### src/rtl/seg7_pkg.sv
// Shared types and constants for the 7-segment display blocks.
//   state_e    : scan FSM states (IDLE, BLANK, ON)
//   SEG_BLANK  : active-low "all segments off" cathode pattern
//   hex_to_seg : 4-bit hex nibble -> active-low {g,f,e,d,c,b,a}
package seg7_pkg;

  typedef enum logic [1:0] {
    ST_IDLE  = 2'd0,
    ST_BLANK = 2'd1,
    ST_ON    = 2'd2
  } state_e;

  localparam logic [6:0] SEG_BLANK = 7'h7F;

  // Active-low hex font; lowercase b and d keep them distinct from 8 and 0.
  function automatic logic [6:0] hex_to_seg(input logic [3:0] nib);
    logic [6:0] seg;
    seg = SEG_BLANK;
    case (nib)
      4'h0: seg = 7'h40;
      4'h1: seg = 7'h79;
      4'h2: seg = 7'h24;
      4'h3: seg = 7'h30;
      4'h4: seg = 7'h19;
      4'h5: seg = 7'h12;
      4'h6: seg = 7'h02;
      4'h7: seg = 7'h78;
      4'h8: seg = 7'h00;
      4'h9: seg = 7'h18;
      4'hA: seg = 7'h08;
      4'hB: seg = 7'h03;
      4'hC: seg = 7'h46;
      4'hD: seg = 7'h21;
      4'hE: seg = 7'h06;
      4'hF: seg = 7'h0E;
      default: seg = SEG_BLANK;
    endcase
    return seg;
  endfunction

endpackage

### src/rtl/seg7_decode.sv
// Combinational hex nibble to active-low 7-segment decoder.
// Ports:
//   nib_i   : 4-bit hex value
//   seg_c_o : active-low cathodes {g,f,e,d,c,b,a} (combinational)
module seg7_decode
  import seg7_pkg::*;
(
  input  logic [3:0] nib_i,
  output logic [6:0] seg_c_o
);

  always_comb begin
    seg_c_o = hex_to_seg(nib_i);
  end

endmodule

### src/rtl/seg7_scan_mux.sv
// Time-multiplexed common-anode 7-segment driver with hex decode,
// per-slot blanking guard, PWM brightness, leading-zero suppression and
// per-digit decimal points. Inputs are captured once per frame.
// Ports:
//   clk         : system clock, all logic on posedge
//   reset       : synchronous active-low reset
//   enable      : 1 = scan, 0 = dark and idle
//   digits      : hex nibbles, digits[3:0] is digit 0 (rightmost)
//   dp_mask     : 1 = light decimal point of that digit
//   lz_en       : 1 = suppress leading zeros
//   brightness  : 0 = off, all-ones = full on
//   anode       : active-low digit enables (registered)
//   segs        : active-low cathodes {g,f,e,d,c,b,a} (registered)
//   dp          : active-low decimal point (registered)
//   frame_start : one-cycle pulse as the digit-0 slot of a frame begins
module seg7_scan_mux
  import seg7_pkg::*;
#(
  parameter int unsigned N_DIGITS     = 4,
  parameter int unsigned CLK_HZ       = 100_000_000,
  parameter int unsigned SCAN_HZ      = 1000,
  parameter int unsigned BLANK_CYCLES = 16,
  parameter int unsigned BRIGHT_W     = 4
) (
  input  logic                    clk,
  input  logic                    reset,
  input  logic                    enable,
  input  logic [4*N_DIGITS-1:0]   digits,
  input  logic [N_DIGITS-1:0]     dp_mask,
  input  logic                    lz_en,
  input  logic [BRIGHT_W-1:0]     brightness,
  output logic [N_DIGITS-1:0]     anode,
  output logic [6:0]              segs,
  output logic                    dp,
  output logic                    frame_start
);

  localparam int unsigned DIV   = CLK_HZ / SCAN_HZ;
  localparam int unsigned CNT_W = (DIV > 1) ? $clog2(DIV) : 1;
  localparam int unsigned IDX_W = $clog2(N_DIGITS);

  state_e                  state_q;
  logic [IDX_W-1:0]        idx_q;
  logic [CNT_W-1:0]        cnt_q;
  logic [BRIGHT_W-1:0]     pwm_q;
  logic [4*N_DIGITS-1:0]   snap_digits_q;
  logic [N_DIGITS-1:0]     snap_dp_q;
  logic                    snap_lz_q;

  logic [N_DIGITS-1:0]     anode_q, anode_d;
  logic [6:0]              segs_q, segs_d;
  logic                    dp_q, dp_d;
  logic                    frame_start_q, frame_start_d;

  logic [N_DIGITS-1:0]     hi_zero;
  logic [3:0]              cur_nib;
  logic [6:0]              seg_dec;
  logic                    suppress;
  logic                    dp_sel;
  logic                    lit;
  logic                    digit_on;
  logic                    last_cnt;
  logic                    last_idx;
  logic                    next_is_on;

  seg7_decode u_decode (
    .nib_i   (cur_nib),
    .seg_c_o (seg_dec)
  );

  // Slot decode of the captured frame: which digit, whether it is lit, what it shows.
  always_comb begin
    hi_zero = '0;
    hi_zero[N_DIGITS-1] = (snap_digits_q[4*(N_DIGITS-1) +: 4] == 4'h0);
    // hi_zero[i]: nibbles i..N_DIGITS-1 are all zero
    for (int i = int'(N_DIGITS) - 2; i >= 0; i--) begin
      hi_zero[i] = hi_zero[i+1] && (snap_digits_q[4*i +: 4] == 4'h0);
    end

    cur_nib  = 4'(snap_digits_q >> {idx_q, 2'b00});
    suppress = snap_lz_q && (idx_q != '0) && hi_zero[idx_q];
    dp_sel   = snap_dp_q[idx_q];
    lit      = (brightness == {BRIGHT_W{1'b1}}) || (pwm_q < brightness);
    // A suppressed digit only turns its anode on to show the decimal point.
    digit_on = (state_q == ST_ON) && lit && (!suppress || dp_sel);

    for (int i = 0; i < int'(N_DIGITS); i++) begin
      anode_d[i] = !(digit_on && (idx_q == IDX_W'(i)));
    end
    segs_d        = (digit_on && !suppress) ? seg_dec : SEG_BLANK;
    dp_d          = !(digit_on && dp_sel);
    frame_start_d = (state_q == ST_BLANK) && (cnt_q == '0) && (idx_q == '0);

    last_cnt   = (cnt_q == CNT_W'(DIV - 1));
    last_idx   = (idx_q == IDX_W'(N_DIGITS - 1));
    next_is_on = ((32'(cnt_q) + 32'd1) >= BLANK_CYCLES);
  end

  // Scan FSM, counters, frame snapshot and registered pin drivers.
  always_ff @(posedge clk) begin
    if (!reset) begin
      state_q       <= ST_IDLE;
      idx_q         <= '0;
      cnt_q         <= '0;
      pwm_q         <= '0;
      snap_digits_q <= '0;
      snap_dp_q     <= '0;
      snap_lz_q     <= 1'b0;
      anode_q       <= '1;
      segs_q        <= SEG_BLANK;
      dp_q          <= 1'b1;
      frame_start_q <= 1'b0;
    end else begin
      pwm_q <= pwm_q + BRIGHT_W'(1);
      if (!enable) begin
        state_q       <= ST_IDLE;
        anode_q       <= '1;
        segs_q        <= SEG_BLANK;
        dp_q          <= 1'b1;
        frame_start_q <= 1'b0;
      end else begin
        anode_q       <= anode_d;
        segs_q        <= segs_d;
        dp_q          <= dp_d;
        frame_start_q <= frame_start_d;
        case (state_q)
          ST_IDLE: begin
            state_q       <= ST_BLANK;
            idx_q         <= '0;
            cnt_q         <= '0;
            snap_digits_q <= digits;
            snap_dp_q     <= dp_mask;
            snap_lz_q     <= lz_en;
          end
          ST_BLANK, ST_ON: begin
            if (last_cnt) begin
              cnt_q   <= '0;
              state_q <= (BLANK_CYCLES == 0) ? ST_ON : ST_BLANK;
              if (last_idx) begin
                // New frame: capture inputs so a frame never mixes old and new values.
                idx_q         <= '0;
                snap_digits_q <= digits;
                snap_dp_q     <= dp_mask;
                snap_lz_q     <= lz_en;
              end else begin
                idx_q <= idx_q + IDX_W'(1);
              end
            end else begin
              cnt_q   <= cnt_q + CNT_W'(1);
              state_q <= next_is_on ? ST_ON : ST_BLANK;
            end
          end
          default: state_q <= ST_IDLE;
        endcase
      end
    end
  end

  assign anode       = anode_q;
  assign segs        = segs_q;
  assign dp          = dp_q;
  assign frame_start = frame_start_q;

endmodule

### config.mk
export PLATFORM = sky130hd
export DESIGN_NAME = seg7_scan_mux
export DESIGN_NICKNAME = d
export VERILOG_FILES = /design/src/rtl/seg7_pkg.sv /design/src/rtl/seg7_decode.sv /design/src/rtl/seg7_scan_mux.sv
export SDC_FILE = /design/constraint.sdc
export NUM_CORES = 1
export LEC_CHECK = 0
export CAP_MARGIN = 20
export CORE_ASPECT_RATIO = 0.75
export CORE_MARGIN = 4
export CORE_UTILIZATION = 40
export DETAILED_ROUTE_END_ITERATION = 8
export HOLD_SLACK_MARGIN = 0.06
export MAX_ROUTING_LAYER = met4
export SLEW_MARGIN = 5
export SYNTH_ARGS = -nofsm -noshare
export SYNTH_HDL_FRONTEND = slang
export SYNTH_HIERARCHICAL = 1
export SYNTH_SLANG_ARGS = --single-unit
export TNS_END_PERCENT = 5
### constraint.sdc
create_clock -name clk -period 2.9 [get_ports clk]
set_input_delay 0.58 -clock clk [delete_from_list [all_inputs] [get_ports clk]]
set_output_delay 0.58 -clock clk [all_outputs]
set_load 0.02 [all_outputs]
==> impl_metrics.yaml <==
clock_tree:
  cts.sinks: 59
  insertion_delay_ns: 0.33
  cts_buffers: 9
  post_cts_buffers: 0
  clockBufferDepth: 2
  cts_resized: 0
  cts_tree: "yes"
  clkTransAtPathRegs_ns: 0.05
  cts-htree-levels: 3
  clock-root-buffer: "clkbuf_16"
  cts_hold_buf: 0
routing:
  drt-initial-drc-count: 192
  num_vias: 3049
  drt_pre_antenna_iters: 4
  viasPerCell: 5.464
  antenna_left: 0
  drcViolationCount: 0
  post_drt_wl_per_cell_microns: 15.23
  drt-total-wl_mm: 8.500
global_route:
  grt_max_degree: 56
  grt.total_usage_pct: 17.27
  grt_pass1_vias: 2751
  grt_use_met2_pct: 21.78
  grt_overflow: 0
  grt_most_used_layer: "met1"
  use_met3_pct: 5.521
  use_met1_pct: 26.45
  grt_first_pass_wirelength_mm: 14.57
  antenna_found_initial: 0
outcome:
  outcome: "finished clean"
final_layout:
  drive_gt1_share_pct: 13.11
  num_antenna_cells: 0
  final_common_cell: "dfxtp_1"
  fin_nets: 494
  fill_cells: 815
  stdcell_count: 558
  area.growth.synth_to_final_pct: 21.16
  most-common-layout-cells: "dfxtp_1 (59), nand2_1 (39), clkdlybuf4s50_1 (39), nand3_1 (35)"
placed_design:
  gp_congestion: 0.8642
  dp_hpwl_mm: 6.137
  numPortBuffers: 40
  dp.cells: 542
setup_path:
  r2r_cells: 7
  r2r-start: "cnt_q[0]"
  path_max_fanout: 10
  crit_path_end_kind: "flip-flop"
  reg2reg_slack_ns: 0.54
  worst-setup-path-type: "reg2reg"
  critPathCapture: "cnt_q[5]"
  crit_start: "cnt_q[0]"
  crit_arrival_ns: 2.57
  startpoint_type: "flip-flop"
  cp_data_required_time_ns: 3.12
  reg2reg_to: "cnt_q[5]"
floorplan:
  die_h_microns: 90.04
  core-area_sq_um: 8600
  top_level_ports: 41
  die_w_microns: 117.4
  floorplan.rows: 29
  die_area_sq_um: 10570
  start_util_pct: 41.74
pwr:
  power_density_nw_per_um2: 524.2
  p_leak_nw: 1.617
  ir_drop_uv: 270.2
yosys:
  synth.net_count: 470
  synth_flop_cell: "dfxtp_1"
  synthCells: 421
  ys_seq_area_share_pct: 32.90
  synth.cell_area_sq_um: 3590
  ys_warn_count: 6
  yosys.cell_types.count: 62
  synth-edff-count: 0
  synth.avg_cell_area_sq_um: 8.527
  ys_ff_latch: 59
  async_flop_share_pct: 0
timing:
  post-route-min-period_ns: 2.357
  max_slew_margin_pct: 59.91
  skew_ns: 0.007520
  rsz0062_at_grt: "false"
  worstMarginPinSlew_ns: 0.6013
  hold_viol: 0
  fin_crit_sh_pct: 81.27
  max_freq_mhz: 424.3
  finalSetupViolCount: 0
  report.final.slew_viol_count: 0
  setup_tns_ns: 0
run:
  max-cap-violations: 0
min_path:
  hold_path.class: "reg2reg"
-- layout make-up --
cell class | count | area, sq um | share of cell area [%]
inverter | 15 | 56.30 | 1.295
timing repair buffer | 47 | 460.4 | 10.59
sequential | 59 | 1181 | 27.16
multi-input combinational | 313 | 2173 | 49.97
clock buffer | 11 | 242.7 | 5.581
tap | 108 | 135.1 | 3.107
clock inverter | 5 | 100.1 | 2.301
-- through the flow --
step / power [mW] / hold slack (ns) / util [%] / worst slack (ns) / cell area [sq um]
after floorplan: 1.004 / 0.4236 / - / 0.4955 / 3590
after global placement: 1.076 / 0.4338 / 46.59 / 0.3651 / 4006
after detailed placement: 1.080 / 0.4496 / 46.59 / 0.2787 / 4006
final: 2.280 / 0.4543 / 50.57 / 0.5431 / 4349
after global routing: 2.374 / 0.4817 / 50.57 / 0.3281 / 4349
after CTS: 2.302 / 0.4561 / 50.57 / 0.5453 / 4349
-- Yosys cell counts (2+ instances only) --
library cell / count / area [sq um]
o211ai_1: 2 / 15.01
a22o_1: 2 / 17.52
dfxtp_1: 59 / 1181
or2_2: 9 / 56.30
buf_2: 11 / 55.05
o21ai_0: 19 / 95.09
nand2_1: 39 / 146.4
a21boi_1: 2 / 15.01
or3_1: 3 / 18.77
mux4_2: 5 / 112.6
nor2b_1: 12 / 75.07
xor2_1: 5 / 43.79
and4_1: 3 / 26.28
o21a_1: 3 / 22.52
nand2b_1: 4 / 25.02
inv_1: 15 / 56.30
clkbuf_1: 13 / 48.80
nor3_1: 7 / 35.03
o31ai_1: 2 / 15.01
mux2i_1: 4 / 40.04
a21oi_1: 16 / 80.08
o221a_2: 2 / 22.52
nor2_1: 14 / 52.55
a21o_1: 3 / 22.52
and2_1: 5 / 31.28
a21boi_0: 5 / 37.54
nand3_2: 2 / 20.02
and3_1: 6 / 37.54
nor4_1: 9 / 56.30
a31oi_1: 2 / 12.51
o31a_1: 2 / 17.52
nor3b_1: 3 / 22.52
nand4_1: 13 / 81.33
ha_1: 21 / 262.8
buf_4: 8 / 60.06
xnor2_1: 6 / 52.55
nand3_1: 35 / 175.2
nor3_2: 3 / 30.03
o21ai_1: 21 / 105.1
nor4_2: 3 / 37.54
nand2_4: 2 / 22.52
-- how the worst min path moves through the flow --
stage / startpoint / endpoint / slack [ns] / cells after the start
final: snap_dp_q[2] / snap_dp_q[2] / 0.45 / 2
after detailed placement: snap_dp_q[3] / snap_dp_q[3] / 0.45 / 2
after CTS: snap_dp_q[3] / snap_dp_q[3] / 0.46 / 2
after global routing: snap_dp_q[1] / snap_dp_q[1] / 0.48 / 2
after floorplan: snap_lz_q / snap_lz_q / 0.42 / 2
after global placement: snap_lz_q / snap_lz_q / 0.43 / 2
-- registers in the layout, indices dropped and copies added (netlist names) --
signal and count:
snap_digits_q 16, segs 7, cnt_q 17, snap_dp_q 4, idx_q 2, anode 4, snap_lz_q 1, pwm_q 4
dp 1, state_q 2, frame_start 1
-- critical path, stage by stage, from the launching register on --
cell and delay [ns]:
dfxtp_1 0.44, ha_1 0.39, and3_1 0.38, nand2_4 0.13, o31ai_4 0.47, o21ai_0 0.18, a21oi_1 0.18, nor2b_1 0.06
-- routing by layer --
| metal | wire (microns) | vias to the layer above |
|---|---|---|
| met2 | 3229 | 91 |
| met4 | 88 | 0 |
| li1 | - | 1551 |
| met1 | 4613 | 1397 |
| met5 | 0 | - |
| met3 | 569 | 10 |
-- power by group --
| group | total (mW) | switching (mW) | internal (mW) | leakage [nW] |
|---|---|---|---|---|
| Combinational | 0.207 | 0.107 | 0.0999 | 0.968 |
| Clock | 1.22 | 0.357 | 0.858 | 0.169 |
| Sequential | 0.858 | 0.0208 | 0.837 | 0.480 |
-- cell families after synthesis --
logic type	after synthesis	share of synthesized area, %
buffers and inverters	49	6.553
adders and majority gates	21	7.320
muxes	11	4.880
AOI/OAI and AO/OA	88	16.24
and+or+nand+nor	182	29.42
xor gates and xnor gates	11	2.684
DFF	59	32.90
(Power assumes the default switching activity.)
